**config.mk**
```make
export PLATFORM = sky130hd
export DESIGN_NAME = lfsr_crypt_dp_flat
export DESIGN_NICKNAME = d
export VERILOG_FILES = /design/src/rtl/lfsr_crypt_pkg.sv /design/src/rtl/lfsr_crypt_dp_if.sv /design/src/rtl/lfsr_crypt_fifo.sv /design/src/rtl/lfsr_crypt_dp.sv /design/src/flat_wrapper.sv
export SDC_FILE = /design/constraint.sdc
export NUM_CORES = 1
export LEC_CHECK = 0
export CORE_ASPECT_RATIO = 0.9
export CORE_MARGIN = 2
export CORE_UTILIZATION = 45
export CTS_CLUSTER_SIZE = 20
export DETAILED_ROUTE_END_ITERATION = 10
export GPL_ROUTABILITY_DRIVEN = 0
export PLACE_DENSITY = 0.71
export SETUP_SLACK_MARGIN = 0.1
export SLEW_MARGIN = 10
export SYNTH_ARGS = -nofsm -noshare
export SYNTH_HDL_FRONTEND = slang
export SYNTH_HIERARCHICAL = 1
export SYNTH_SLANG_ARGS = --single-unit
export TNS_END_PERCENT = 30
```
**constraint.sdc**
```tcl
create_clock -name clk -period 4.35 [get_ports clk]
set_input_delay 0.6525 -clock clk [delete_from_list [all_inputs] [get_ports clk]]
set_output_delay 0.6525 -clock clk [all_outputs]
set_load 0.1 [all_outputs]
```
**src/rtl/lfsr_crypt_pkg.sv**
```systemverilog
// Shared types and constants for the LFSR stream-encryption datapath.
package lfsr_crypt_pkg;

  typedef enum logic [2:0] {
    ST_IDLE,
    ST_CFG_LEN,
    ST_CFG_TAP,
    ST_CFG_SEED,
    ST_PREAMBLE,
    ST_PAYLOAD,
    ST_DONE
  } crypt_state_t;

  localparam logic [7:0] PRE_CHAR = 8'h5F;

  localparam int unsigned CFG_OFS_LEN  = 0;
  localparam int unsigned CFG_OFS_TAP  = 1;
  localparam int unsigned CFG_OFS_SEED = 2;

endpackage

```
**src/rtl/lfsr_crypt_dp_if.sv**
```systemverilog
// Plaintext-in / ciphertext-out valid/ready bundle of the encryption datapath.
interface lfsr_crypt_dp_if #(
  parameter int unsigned DW = 8
);

  logic [DW-1:0] in_data;
  logic          in_valid;
  logic          in_ready;
  logic [DW-1:0] out_data;
  logic          out_valid;
  logic          out_ready;

  modport master (
    output in_data, in_valid, out_ready,
    input  in_ready, out_data, out_valid
  );

  modport slave (
    input  in_data, in_valid, out_ready,
    output in_ready, out_data, out_valid
  );

endinterface

```
**src/rtl/lfsr_crypt_fifo.sv**
```systemverilog
// Synchronous plaintext FIFO; head is visible on rd_data while not empty.
module lfsr_crypt_fifo #(
  parameter int unsigned DW         = 8,
  parameter int unsigned FIFO_DEPTH = 8
) (
  input  logic          clk,
  input  logic          rst,
  input  logic          push,
  input  logic [DW-1:0] wr_data,
  input  logic          pop,
  output logic [DW-1:0] rd_data,
  output logic          full,
  output logic          empty
);

  localparam int unsigned PW = $clog2(FIFO_DEPTH);
  localparam int unsigned CW = PW + 1;

  logic [DW-1:0] mem [FIFO_DEPTH];
  logic [PW-1:0] wr_ptr;
  logic [PW-1:0] rd_ptr;
  logic [CW-1:0] count;
  logic          do_push;
  logic          do_pop;

  assign full    = (count == CW'(FIFO_DEPTH));
  assign empty   = (count == '0);
  assign do_pop  = pop && !empty;
  // A push into a full FIFO is fine when the same cycle frees a slot.
  assign do_push = push && (!full || do_pop);
  assign rd_data = mem[rd_ptr];

  always_ff @(posedge clk) begin
    if (rst) begin
      wr_ptr <= '0;
      rd_ptr <= '0;
      count  <= '0;
    end else begin
      if (do_push) wr_ptr <= wr_ptr + PW'(1);
      if (do_pop)  rd_ptr <= rd_ptr + PW'(1);
      case ({do_push, do_pop})
        2'b10:   count <= count + CW'(1);
        2'b01:   count <= count - CW'(1);
        default: count <= count;
      endcase
    end
  end

  always_ff @(posedge clk) begin
    if (!rst && do_push) mem[wr_ptr] <= wr_data;
  end

endmodule

```
**src/rtl/lfsr_crypt_dp.sv**
```systemverilog
// LFSR stream-encryption datapath: ROM-configured preamble + FIFO payload packets.
// Define LFSR_CRYPT_PARITY_EN to replace the top data bit with even parity.
module lfsr_crypt_dp
  import lfsr_crypt_pkg::*;
#(
  parameter int unsigned DW         = 8,
  parameter int unsigned LFSR_W     = 5,
  parameter int unsigned AW         = 4,
  parameter int unsigned CFG_BASE   = 0,
  parameter int unsigned MSG_LEN    = 32,
  parameter int unsigned FIFO_DEPTH = 8
) (
  input  logic            clk,
  input  logic            rst,
  input  logic            start,
  lfsr_crypt_dp_if.slave  bus,
  output logic [AW-1:0]   rom_addr,
  input  logic [DW-1:0]   rom_data,
  output logic            busy,
  output logic            done
);

  localparam int unsigned CW = $clog2(MSG_LEN + 1);

  crypt_state_t      state;
  logic [CW-1:0]     count;
  logic [CW-1:0]     count_inc;
  logic [CW-1:0]     pre_lim;
  logic [DW-1:0]     pre_len;
  logic [LFSR_W-1:0] taps;
  logic [LFSR_W-1:0] lfsr;
  logic [LFSR_W-1:0] lfsr_next;
  logic [LFSR_W-1:0] seed;
  logic [DW-1:0]     fifo_head;
  logic              fifo_full;
  logic              fifo_empty;
  logic              hs;
  logic              last;
  logic [DW-1:0]     plain;
  logic [DW-1:0]     cipher;

  lfsr_crypt_fifo #(
    .DW         (DW),
    .FIFO_DEPTH (FIFO_DEPTH)
  ) u_fifo (
    .clk     (clk),
    .rst     (rst),
    .push    (bus.in_valid && bus.in_ready),
    .wr_data (bus.in_data),
    .pop     ((state == ST_PAYLOAD) && hs),
    .rd_data (fifo_head),
    .full    (fifo_full),
    .empty   (fifo_empty)
  );

  assign bus.in_ready  = !fifo_full;
  assign bus.out_valid = (state == ST_PREAMBLE) || ((state == ST_PAYLOAD) && !fifo_empty);
  assign bus.out_data  = cipher;
  assign busy          = (state != ST_IDLE);
  assign done          = (state == ST_DONE);

  assign hs        = bus.out_valid && bus.out_ready;
  assign count_inc = count + CW'(1);
  assign last      = (count_inc == CW'(MSG_LEN));
  // Preamble length is clamped so an oversize value yields an all-preamble packet.
  assign pre_lim   = (32'(pre_len) >= MSG_LEN) ? CW'(MSG_LEN) : CW'(pre_len);
  assign lfsr_next = {lfsr[LFSR_W-2:0], ^(lfsr & taps)};
  assign seed      = rom_data[LFSR_W-1:0];

  always_comb begin
    plain = '0;
    if (state == ST_PREAMBLE)     plain = DW'(PRE_CHAR);
    else if (state == ST_PAYLOAD) plain = fifo_head;
    cipher = plain;
    cipher[LFSR_W-1:0] = plain[LFSR_W-1:0] ^ lfsr;
`ifdef LFSR_CRYPT_PARITY_EN
    cipher[DW-1] = ^cipher[DW-2:0];
`endif
  end

  always_ff @(posedge clk) begin
    if (rst) begin
      state    <= ST_IDLE;
      count    <= '0;
      lfsr     <= '0;
      pre_len  <= '0;
      taps     <= '0;
      rom_addr <= AW'(CFG_BASE);
    end else begin
      case (state)
        ST_IDLE: begin
          if (start) begin
            state    <= ST_CFG_LEN;
            count    <= '0;
            rom_addr <= AW'(CFG_BASE + CFG_OFS_LEN);
          end
        end
        ST_CFG_LEN: begin
          pre_len  <= rom_data;
          rom_addr <= AW'(CFG_BASE + CFG_OFS_TAP);
          state    <= ST_CFG_TAP;
        end
        ST_CFG_TAP: begin
          taps     <= rom_data[LFSR_W-1:0];
          rom_addr <= AW'(CFG_BASE + CFG_OFS_SEED);
          state    <= ST_CFG_SEED;
        end
        ST_CFG_SEED: begin
          // An all-zero LFSR would never leave zero, so force a live seed.
          lfsr     <= (seed == '0) ? LFSR_W'(1) : seed;
          rom_addr <= AW'(CFG_BASE);
          state    <= (pre_len != '0) ? ST_PREAMBLE : ST_PAYLOAD;
        end
        ST_PREAMBLE: begin
          if (hs) begin
            count <= count_inc;
            lfsr  <= lfsr_next;
            if (last)                    state <= ST_DONE;
            else if (count_inc == pre_lim) state <= ST_PAYLOAD;
          end
        end
        ST_PAYLOAD: begin
          if (hs) begin
            count <= count_inc;
            lfsr  <= lfsr_next;
            if (last) state <= ST_DONE;
          end
        end
        ST_DONE: begin
          count <= '0;
          state <= ST_IDLE;
        end
        default: state <= ST_IDLE;
      endcase
    end
  end

endmodule

```
**src/flat_wrapper.sv**
```systemverilog
// flat-port wrapper written by rule: the top's interface ports become plain ports
module lfsr_crypt_dp_flat import lfsr_crypt_pkg::*;
#(
  parameter int unsigned DW         = 8,
  parameter int unsigned LFSR_W     = 5,
  parameter int unsigned AW         = 4,
  parameter int unsigned CFG_BASE   = 0,
  parameter int unsigned MSG_LEN    = 32,
  parameter int unsigned FIFO_DEPTH = 8
)
  (clk, rst, start, rom_addr, rom_data, busy, done, bus_in_data, bus_in_valid, bus_out_ready, bus_in_ready, bus_out_data, bus_out_valid);
  lfsr_crypt_dp_if #(.DW(DW)) bus_i ();
  input  logic clk;
  input  logic rst;
  input  logic start;
  output logic [AW-1:0] rom_addr;
  input  logic [DW-1:0] rom_data;
  output logic busy;
  output logic done;
  input wire logic [$bits(bus_i.in_data)-1:0] bus_in_data;
  input wire logic [$bits(bus_i.in_valid)-1:0] bus_in_valid;
  input wire logic [$bits(bus_i.out_ready)-1:0] bus_out_ready;
  output wire logic [$bits(bus_i.in_ready)-1:0] bus_in_ready;
  output wire logic [$bits(bus_i.out_data)-1:0] bus_out_data;
  output wire logic [$bits(bus_i.out_valid)-1:0] bus_out_valid;
  assign bus_i.in_data = bus_in_data;
  assign bus_i.in_valid = bus_in_valid;
  assign bus_i.out_ready = bus_out_ready;
  assign bus_in_ready = bus_i.in_ready;
  assign bus_out_data = bus_i.out_data;
  assign bus_out_valid = bus_i.out_valid;
  lfsr_crypt_dp #(.DW(DW), .LFSR_W(LFSR_W), .AW(AW), .CFG_BASE(CFG_BASE), .MSG_LEN(MSG_LEN), .FIFO_DEPTH(FIFO_DEPTH)) u_core (.clk(clk), .rst(rst), .start(start), .bus(bus_i), .rom_addr(rom_addr), .rom_data(rom_data), .busy(busy), .done(done));
endmodule
```
==> summary.md <==
| Metric | Value |
|---|---|
| Most Crowded Layer GR | met2 |
| Internal Dissipation | roughly 1.8 mW |
| CP most frequent cell | buf_4 |
| Hold Startpoint | u_core/rom_addr[1] |
| Routed wire length | 9.61 mm |
| Worst hold path cell count | 2 |
| CTS H-tree lvls | 3 |
| RSZ-0062 raised after global routing | no |
| Crit-path cells | buf_4 > mux4_1 > mux2_2 > o21ai_0 > xnor2_1 > buf_4 |
| # diodes | 0 |
| Reg-to-Reg Start | u_core/u_fifo/count[1] |
| Port Buffers | 34 |
| DR iter-0 viols | ~190 |
| Hold Crit Class | reg -> reg |
| Count of cell types in the netlist | 64 |
| Crit-path max FO | 9 |
| CTS Buffer Depth | 2 |
| Share of the synthesized area in the top cell type | 38.8% |
| Max_slew headroom | approximately 35% |
| Final antenna-violating net count | 0 |
| Clock transition at the registers of the reported paths | 0.07 ns |
| DR vias | approximately 3100 |
| Maximum VDD drop | about 0.00022 V |
| Rows | 36 |
| YS warnings | 6 |
| Most common cell in the synthesized netlist | edfxtp_1 |
| Synthesis-to-finish area growth | 14.2% |
| Starting density of the core | about 46% |
| M3 GR Usage | under 10% |
| Die area | 11800 um2 |
| First-pass iteration count of the detailed router | 4 |
| Crit path largest cell delay | between 0.6 and 0.7 ns |
| Sequential area share after synthesis | between 50% and 60% |
| Setup TNS | 0 ns |
| # fillers | ~900 |
| GRT Overall Usage | 16.9% |
| PD cells | ~460 nW/um2 |
| Ratio of cells with drive above 1 in the final layout | 13.7% |
| Final setup fails | 0 |
| Synth Flop Type | edfxtp_1 |
| Hold endpoint | u_core/rom_addr[1] |
| CP max stage cell | dfxtp_1 |
| First-pass GRT wire length | 15.3 mm |
| Reg-to-reg endpoint | u_core/u_fifo/count[3] |
| Sw frac | about a third |
| Pin count of the biggest net entering global routing | 45 |
| Synth Cell Area | between 4000 and 5000 um2 |
| Max-Cap Viols | 0 |
| Initial antenna violation count | 0 |
| Final period util | around four fifths |
| Vias in the first global route | ~3000 |
| Kind of cell adding the most delay to the critical path | multiplexers |
| CTS Hold Bufs | 0 |
| Post-synth top area cell | edfxtp_1 |
| DR WL/cell | 17.0 um |
| # IOs | 37 |
| Crit Path Class | reg -> out |
| DPL Wire Length | between 6 and 7 mm |
| Grt ovf | 0 |
| Flops & latches, synth | between 100 and 150 |
| Status | completed |
| Clock Skew | 0.00771 ns |
| DRC | 0 |
| Clock Power Share | a little under a third |
| Gate power share | around a quarter |
| Sw power | ~830 uW |
| CTS Sinks | 106 |
| Met2 Usage GRT | about 29% |
| Clk Latency, worst-skew pair | between 0.3 and 0.4 ns |
| Seq pwr share | a little under half |
| Fmax | about 280 MHz |
| Vias per cell | ~5.5 |
| Post-CTS setup buffers | 0 |
| CTS tree | yes |
| Startpoint Class | flip-flop |
| Leakage power | 1.98 nW |
| Max-slew violation count | 0 |
| Die span in x | between 100 and 150 um |
| Synth top area cells | edfxtp_1 39%, dfxtp_1 17%, mux4_1 5.3% |
| Clock root cell | clkbuf_16 |
| Critical Path RT | ~3.7 ns |
| Mean Syn Cell Area | 12.5 um2 |
| Global Route met1 Usage | between 20% and 30% |
| Worst path bufs/invs | 2 |
| CP arrival | 2.87 ns |
| EDFF count, synth | 64 |
| Least-Margin Pin Slew | slightly below 1 ns |
| Commonest cells in the synthesized netlist | 64 x edfxtp_1, 51 x nor2_1, 42 x dfxtp_1 |
| FF-to-FF path depth | 13 |
| Core area | 10800 um2 |
| CTS resizes | 0 |
| Pwr Total | roughly 2.6 mW |
| Final-stage net count | around 450 |
| Fin crit period | about 3.5 ns |
| Reg2Reg Setup Slack | 0.95 ns |
| Endpoint class of the critical path | primary output |
| Cells after Synth | 395 |
| TritonCTS buffer count | 9 |
| Die Span Y | a little over 100 um |
| Async S/R FF share, synth | 0% |
| Hold Violations, Final | 0 |
power groups by stage:
stage / clock network (mW) / logic [mW] / registers [mW]
after CTS: 0.829 / 0.622 / 1.18
after detailed placement: 0 / 0.617 / 1.21
after global placement: 0 / 0.608 / 1.21
final: 0.812 / 0.622 / 1.19
after global routing: 0.873 / 0.665 / 1.20
after floorplan: 0 / 0.469 / 1.21
state kept, by name, summed over array words and instances, names as in the netlist, named ones only:
register / flops
u_core/u_fifo/mem: 64
u_core/count: 6
u_core/taps: 5
u_core/lfsr: 5
u_core/u_fifo/wr_ptr: 3
u_core/rom_addr: 2
u_core/state: 3
u_core/u_fifo/count: 4
u_core/u_fifo/rd_ptr: 3
u_core/pre_len: 8
metrics by stage:
step	cells	util [%]	instance area [um2]	setup slack, ns	hold WS [ns]
after floorplan	396	-	4950	0.983	0.461
after global placement	548	49.7	5350	1.01	0.475
after detailed placement	548	49.7	5350	0.858	0.484
after CTS	564	52.5	5650	0.748	0.502
after global routing	564	52.5	5650	0.630	0.514
final	564	52.5	5650	0.826	0.495
cell families after synthesis:
family	count (synthesis)	synth area share [%]
and+or+nand+nor	121	12.1
DFF	106	55.8
AOI/OAI and AO/OA	64	8.67
muxes	43	13.7
buffers and inverters	34	4.07
xor gates and xnor gates	20	3.82
adders and majority gates	6	1.67
other	1	0.0758
routing by layer:
layer  wire length [um]  up-vias
met2               4690       65
li1                   -     1529
met5                  0        -
met3                385        9
met1               4440     1509
met4                 92        0
area by class of cell:
class | instances | area [um2] | area share [%]
clock inverters | 7 | 76.3 | 1.35
repair buffers | 45 | 403 | 7.13
multi-input cells | 256 | 1990 | 35.2
flip-flops and latches | 106 | 2760 | 48.9
clock buffers | 9 | 225 | 3.99
well taps | 133 | 166 | 2.95
inverters | 8 | 30.0 | 0.531
how the worst max path moves through the flow:
stage	from	endpoint	slack, ns	depth (start not counted)
after global routing	flip-flop	bus_out_data[2]	0.63	6
final	flip-flop	bus_out_data[2]	0.83	6
after CTS	flip-flop	bus_out_data[2]	0.75	6
after floorplan	flip-flop	bus_out_data[0]	0.98	6
after detailed placement	bus_out_ready	u_core/u_fifo/count[3]	0.86	11
after global placement	bus_out_ready	u_core/u_fifo/count[3]	1.01	11
tightest hold or removal path, delay by kind of cell, from the launching register on:
family / cells / cell delay [ns]
flip-flops: 1 / 0.31
AO/OA/AOI/OAI: 2 / 0.14
cells in the final DEF, fill, tap and decap left out, types with 5 or more instances in the layout:
cell / netlist / layout
o21ai_0: 10 / 10
xor2_1: 7 / 7
clkdlybuf4s50_1: 0 / 26
mux4_2: 6 / 6
mux2i_1: 18 / 18
dfxtp_1: 42 / 42
inv_1: 8 / 8
edfxtp_1: 64 / 64
mux2_2: 9 / 9
nand3_1: 7 / 7
mux4_1: 10 / 10
nand2_1: 17 / 17
xnor2_1: 12 / 12
buf_4: 4 / 19
clkbuf_16: 0 / 9
nor2_1: 51 / 51
and3_1: 5 / 5
a21oi_1: 27 / 27
ha_1: 5 / 5
nor3_1: 11 / 11
Power figures use the tool's default switching activity.
